==> config.mk <==
export PLATFORM = sky130hd
export DESIGN_NAME = regfile_scoreboard
export DESIGN_NICKNAME = d
export VERILOG_FILES = /design/src/rtl/rf_pkg.sv /design/src/rtl/rf_scoreboard.sv /design/src/rtl/regfile_scoreboard.sv
export SDC_FILE = /design/constraint.sdc
export NUM_CORES = 2
export LEC_CHECK = 0
export ABC_AREA = 1
export CAP_MARGIN = 20
export CORE_MARGIN = 1
export CORE_UTILIZATION = 45
export DETAILED_ROUTE_END_ITERATION = 8
export HOLD_SLACK_MARGIN = 0.06
export MAX_ROUTING_LAYER = met4
export PLACE_DENSITY = 0.62
export REMOVE_ABC_BUFFERS = 1
export SLEW_MARGIN = 0
export SYNTH_ARGS = -nofsm -noshare
export SYNTH_HDL_FRONTEND = slang
export SYNTH_SLANG_ARGS = --single-unit
==> constraint.sdc <==
create_clock -name clk -period 4.35 [get_ports clk]
set_input_delay 0.87 -clock clk [delete_from_list [all_inputs] [get_ports clk]]
set_output_delay 0.87 -clock clk [all_outputs]
set_load 0.1 [all_outputs]
==> src/rtl/rf_pkg.sv <==
// Shared register-file definitions for decode, issue and writeback.
// Holds the default sizes, the address-width helper and the common typedefs.
package rf_pkg;

    localparam int RF_XLEN  = 32;
    localparam int RF_NREGS = 32;

    // Address width for a register file of nregs entries (never below one bit).
    function automatic int rf_aw(input int nregs);
        return (nregs > 1) ? $clog2(nregs) : 1;
    endfunction

    localparam int RF_AW = rf_aw(RF_NREGS);

    typedef logic [RF_AW-1:0]   reg_addr_t;
    typedef logic [RF_XLEN-1:0] reg_data_t;

endpackage

==> src/rtl/rf_scoreboard.sv <==
// Pending-write scoreboard: one bit per register marking an outstanding producer.
// Flush beats issue, and issue beats a same-address writeback clear.
module rf_scoreboard
    import rf_pkg::*;
#(
    parameter  int NREGS = RF_NREGS,
    parameter  int NRD   = 2,
    localparam int AW    = rf_aw(NREGS)
) (
    input  logic                   clk,
    input  logic                   reset_n,
    input  logic                   i_flush,
    input  logic                   i_issueEn,
    input  logic [AW-1:0]          i_issueAddr,
    input  logic                   i_wbEn,
    input  logic [AW-1:0]          i_wbAddr,
    input  logic [NRD-1:0][AW-1:0] i_rdAddr,
    output logic [NRD-1:0]         o_busy
);

    logic [NREGS-1:0] r_pend;
    logic [NREGS-1:0] w_pendNext;

    // Next pending vector: clear the writeback target first so a same-address issue re-sets it.
    always_comb begin
        w_pendNext = r_pend;
        if (i_flush) begin
            w_pendNext = '0;
        end else begin
            if (i_wbEn && (i_wbAddr != '0)) begin
                w_pendNext[i_wbAddr] = 1'b0;
            end
            if (i_issueEn && (i_issueAddr != '0)) begin
                w_pendNext[i_issueAddr] = 1'b1;
            end
        end
    end

    // Pending-bit register, cleared asynchronously by reset.
    always_ff @(posedge clk or negedge reset_n) begin
        if (!reset_n) begin
            r_pend <= '0;
        end else begin
            r_pend <= w_pendNext;
        end
    end

    // Per-port busy lookup; a writeback in this cycle already resolves the hazard.
    always_comb begin
        o_busy = '0;
        for (int p = 0; p < NRD; p++) begin
            o_busy[p] = r_pend[i_rdAddr[p]]
                      & ~(i_wbEn && (i_wbAddr == i_rdAddr[p]))
                      & (i_rdAddr[p] != '0);
        end
    end

endmodule

==> src/rtl/regfile_scoreboard.sv <==
// Integer register file with write-through bypass and pending-write scoreboard.
// Register 0 reads as zero; all outputs are held at zero while reset is asserted.
module regfile_scoreboard
    import rf_pkg::*;
#(
    parameter  int XLEN  = RF_XLEN,
    parameter  int NREGS = RF_NREGS,
    parameter  int NRD   = 2,
    localparam int AW    = rf_aw(NREGS)
) (
    input  logic                     clk,
    input  logic                     reset_n,
    input  logic [NRD-1:0][AW-1:0]   rd_addr,
    input  logic [NRD-1:0]           rd_use,
    output logic [NRD-1:0][XLEN-1:0] rd_data,
    output logic [NRD-1:0]           rd_busy,
    output logic                     stall,
    input  logic                     issue_en,
    input  logic [AW-1:0]            issue_addr,
    input  logic                     wb_en,
    input  logic [AW-1:0]            wb_addr,
    input  logic [XLEN-1:0]          wb_data,
    input  logic                     flush
);

    logic [XLEN-1:0] r_regs [NREGS];
    logic [NRD-1:0]  w_busy;

    rf_scoreboard #(
        .NREGS (NREGS),
        .NRD   (NRD)
    ) u_scoreboard (
        .clk         (clk),
        .reset_n     (reset_n),
        .i_flush     (flush),
        .i_issueEn   (issue_en),
        .i_issueAddr (issue_addr),
        .i_wbEn      (wb_en),
        .i_wbAddr    (wb_addr),
        .i_rdAddr    (rd_addr),
        .o_busy      (w_busy)
    );

    // Register storage: writes to x0 are dropped, reset wipes every entry.
    always_ff @(posedge clk or negedge reset_n) begin
        if (!reset_n) begin
            for (int i = 0; i < NREGS; i++) begin
                r_regs[i] <= '0;
            end
        end else if (wb_en && (wb_addr != '0)) begin
            r_regs[wb_addr] <= wb_data;
        end
    end

    // Read muxes with x0 forcing and writeback bypass, plus the combined stall request.
    always_comb begin
        rd_data = '0;
        rd_busy = '0;
        for (int p = 0; p < NRD; p++) begin
            if (reset_n) begin
                rd_busy[p] = w_busy[p];
                if (rd_addr[p] == '0) begin
                    rd_data[p] = '0;
                end else if (wb_en && (wb_addr == rd_addr[p])) begin
                    rd_data[p] = wb_data;
                end else begin
                    rd_data[p] = r_regs[rd_addr[p]];
                end
            end
        end
        stall = |(rd_use & rd_busy);
    end

endmodule

After elaboration in Yosys (flattened, before gate mapping)
Cells that the tools add are included.
{"block": "totals", "ff_bits": 1056, "latchBits": 0, "ramBits": 0, "romBits": 0, "input_bits": 59, "output_inout_bits": 67, "n_memories": 0}
{"block": "op_classes", "addsub": 0, "n_mul": 0, "div": 0, "order_cmp": 10, "eq_ne": 2, "shifts": 0, "n_mux": 29, "bitwise": 13, "reduce_logical": 14}
{"cell": "$bwmux W1024", "n": 1}
{"cell": "$mux W32", "n": 15}
{"cell": "$bmux W32 S5", "n": 2}
{"cell": "$demux W32 S5", "n": 1}
{"cell": "$and A32 B32 Y32", "n": 1}
{"cell": "$not A32 Y32", "n": 1}
{"cell": "$or A32 B32 Y32", "n": 1}
{"cell": "$lt A5 B6 Y1 const B", "n": 4}
{"cell": "$reduce_bool A5 Y1", "n": 4}
{"cell": "$ge A6 B6 Y1 const B", "n": 3}
{"cell": "$not A5 Y6", "n": 3}
{"cell": "$bmux W1 S5", "n": 2}
{"cell": "$demux W1 S5", "n": 2}
{"cell": "$eq A5 B5 Y1", "n": 2}
{"cell": "$ge A5 B1 Y1 const B", "n": 2}
{"cell": "$logic_not A5 Y1", "n": 2}
{"cell": "$logic_and A1 B1 Y1", "n": 7}
{"cell": "$lt A6 B1 Y1 const B", "n": 1}
{"cell": "$mux W1", "n": 6}
{"cell": "$and A1 B1 Y1", "n": 4}
{"cell": "$and A2 B2 Y2", "n": 1}
{"cell": "$not A1 Y1", "n": 2}
{"cell": "$reduce_or A2 Y1", "n": 1}

Longest topological paths before layout
{"block": "logic_depth", "word_depth": 11, "depth_mapped": 14}

Hierarchy
A second synthesis with hierarchy kept.
{"block": "unflattened", "hier_cells": 9552, "hier_area_um2": 62517.5}
{"mod": "regfile_scoreboard", "instances": 1, "cells_per_inst": 9188, "area_each_um2": 60221.5}
{"mod": "rf_scoreboard", "instances": 1, "cells_per_inst": 364, "area_each_um2": 2296.0}

Worst setup path after synthesis
Ideal clock, no wire load.
{"block": "synth_timing", "kind": "input -> output", "startpoint": "input rd_addr[6] in the netlist's numbering", "endpoint": "output rd_data[62] in the netlist's numbering", "arrival_time_ps": 3412, "setup_slack_ps": 68, "path_stages": 10, "path_cell_list": "buf_2 inv_2 buf_2 buf_1 nand3_1 nand3_1 nand3_1 nand3_1 nand2_1 a21oi_1"}
{"item": "start, declared", "line": "regfile_scoreboard.sv:13", "rtl": "input logic [NRD-1:0][AW-1:0] rd_addr,"}
{"item": "end, declared", "line": "regfile_scoreboard.sv:15", "rtl": "output logic [NRD-1:0][XLEN-1:0] rd_data,"}

==> impl_metrics.yaml <==
drt:
  drt-total-wl_um: 228000
  vias: 58400
  final_antenna_net_count: 0
  drc: 0
  drtIter0Drc: 7809
  via_per_inst: 5.94
  drt-wirelength-per-cell_um: 23.2
  drt_pass1_iterations: 8
timing:
  worst_slew_pin_slew_ps: 1220
  rsz0062_at_grt: "no"
  worst_slack_ps: 181
  relSlewSlack_pct: 18.5
  max_clock_freq_ghz: 0.240
  skew_ps: 0
  min_period_over_period_pct: 95.8
  setup_viol: 0
  maxSlewViolCount: 0
  hold_viol: 0
  post-route-min-period_ps: 4170
pwr:
  ir_worst_vdd_uv: 330
  total_power_mw: 29.2
  intPower_mw: 19.6
  powerDensity_mw_per_mm2: 438
  pwr-share-comb_pct: 21.8
  p_leak_nw: 30.8
  pwr-share-clk_pct: 34.7
  p_switching_mw: 9.55
  swShare_pct: 32.7
  power.share.sequential_pct: 43.6
worst_setup_path:
  rr_worst_depth: 4
  cp-start-kind: "input pin"
  cp.arrival_ps: 3300
  cp-end-kind: "primary output"
  critPathRequiredTime_ps: 3480
  r2r_setup_slack_ps: 3530
  critPathMaxStageDelay_ps: 620
  cp_cell_sequence: "clkdlybuf4s50_1, inv_2, nand2_1, nand2_1, nor3_1, nand2_1, nand2_1, inv_2, buf_4, nand3_1, nand2_1, buf_12"
  worstSetupPathType: "input pin to primary output"
  slowest_stage: "clkdlybuf4s50_1"
  path_common_cell: "nand2_1"
  worstPathMaxFanout: 8
yosys:
  ys_ff_latch: 1056
  ys.flop_type: "dfrtp_1"
  syn_inst: 8327
  synth_area_sq_mm: 0.0592
  ys_types: 28
  yosys.area.top_type: "dfrtp_1"
  avgSynthCellArea_sq_um: 7.11
  synth_edf_count: 0
  synth-seq-area-share_pct: 44.6
  ys_async_sr_fraction_pct: 100
  yosysTopAreaCellShare_pct: 44.6
  synth_warnings: 0
  synth_area_leaders: "dfrtp_1, o21ai_0, nand2_1"
floorplanning:
  die-area_sq_mm: 0.133
  start_util_pct: 45.6
  fp.dieH_um: 365
  pin_count: 126
  core_sq_mm: 0.130
  fp.dieW_um: 365
  row_count: 132
global_routing:
  grt_overflow: 0
  grt_antenna_before_repair: 7
  grt.total_usage_pct: 35.1
  grt_pass1_vias: 53900
  grt_max_degree: 159
  grt_first_pass_wirelength_um: 343000
cts:
  clkSinkCount: 1056
  root_buffer: "clkbuf_16"
  clkTransAtPathRegs_ps: 60
  cts_max_path_buffers: 3
  cts_max_level: 3
  cts_resized: 0
  postCtsSetupBuffers: 0
  worstSkewPairLatency_ps: 740
  cts_made_buffers: 118
  cts_tree: "done"
  cts_hold_buf: 0
run_status:
  outcome: "completed"
layout:
  final_cell_area_sq_mm: 0.0667
  seq_area_sq_mm: 0.0264
  areaGrowthSynthToFinish_pct: 12.6
  fin_nets: 8039
  final_util_pct: 51.3
  drive_gt1_share_pct: 6.85
  multi_input_area_sq_mm: 0.0271
  fillers: 12700
place:
  dpl.hpwl_um: 130000
  place_congestion: 0.880
  dpl_cell_area_sq_mm: 0.0628
  port_buffers: 125
  dp_slack_ps: 260
run:
  cap_violations: 0
min_path:
  hp-class: "input pin to async pin"
-- worst paths after layout --
| kind | startpoint | to |
|---|---|---|
| max | wb_addr[4] | rd_data[47] |
| min | reset_n | r_regs[638] |
| max reg2reg | u_scoreboard.r_pend[9] | u_scoreboard.r_pend[9] |
| min reg2reg | r_regs[992] | r_regs[992] |
| max in group asynchronous | reset_n | r_regs[616] |
| min in group clk | r_regs[992] | r_regs[992] |
-- synthesized netlist by cell type, types with 4 or more instances --
cell type  instances
o21ai_0         1641
o22ai_1           33
o211ai_1         281
or2_2             34
nor3_1            11
buf_4              8
nor2_1           177
buf_2            231
nor2_2             5
nand4_1            4
o21ai_1           23
nand2_1         2130
dfrtp_1         1056
clkbuf_1         465
nand3_1          862
a21oi_1          555
nor2_4             4
buf_1             88
inv_2             14
inv_1            691
-- routing by layer --
layer | routed length (um) | track usage (%) | vias up
met5 | 0 | - | -
met4 | 10600 | 15.4 | 0
met3 | 22900 | 6.27 | 574
met2 | 101000 | 52.6 | 3154
met1 | 93600 | 46.5 | 27800
li1 | - | - | 26800
-- critical path: cells and delay by family --
| family | cells | cell delay (ps) |
|---|---|---|
| simple gates | 7 | 720 |
| buf+inv | 5 | 1670 |
-- power groups by stage --
stage / sequential [mW] / clock [mW] / combinational [mW]
floorplan: 12.6 / 0 / 3.98
global placement: 12.8 / 0 / 6.13
detailed placement: 12.8 / 0 / 6.27
CTS: 12.7 / 10.2 / 6.30
global route: 12.9 / 10.6 / 7.17
finish: 12.7 / 10.1 / 6.36
-- cell usage in the layout (no fill, tap or decap), drive strengths merged --
cell	netlist	routed
a22oi	3	3
nor2	186	186
bufinv	0	5
or2	34	34
and3	2	2
nand4	4	4
clkbuf	465	186
o22ai	33	33
nand3	862	862
diode	0	7
a21oi	555	555
o21ai	1664	1664
dfrtp	1056	1056
clkinv	1	21
clkdlybuf4s50	0	47
nor4	1	1
o211ai	281	281
nor3	15	15
inv	705	709
buf	328	279
nand2	2132	2132
-- logic make-up after synthesis --
| logic type | Yosys count | synth area share [%] |
|---|---|---|
| buffers and inverters | 1499 | 10.0 |
| flip-flops | 1056 | 44.6 |
| AO/OA/AOI/OAI | 2536 | 22.7 |
| AND/OR/NAND/NOR | 3236 | 22.7 |
-- stage by stage --
| stage | setup TNS [ps] | instances | hold slack [ps] |
|---|---|---|---|
| 3_3_place_gp | 0 | 9600 | 375 |
| 5_1_grt | 0 | 9823 | 394 |
| 6_report | 0 | 9824 | 294 |
| 4_1_cts | 0 | 9815 | 383 |
| 3_5_place_dp | 0 | 9600 | 379 |
| 2_1_floorplan | -108560 | 7534 | 361 |
-- state kept, by name, indices dropped and copies added (netlist names) --
register             count
u_scoreboard.r_pend     32
r_regs                1024
-- final cells by class --
type	count	share of cell area [%]
multi-input cells	5772	40.6
flip-flops and latches	1056	39.6
repair buffers	326	6.70
clock buffers	186	5.26
inverters	706	4.02
well taps	1742	3.27
clock inverters	29	0.501
diodes	7	0.0263
Note: power is estimated with default switching activity, not from simulation.
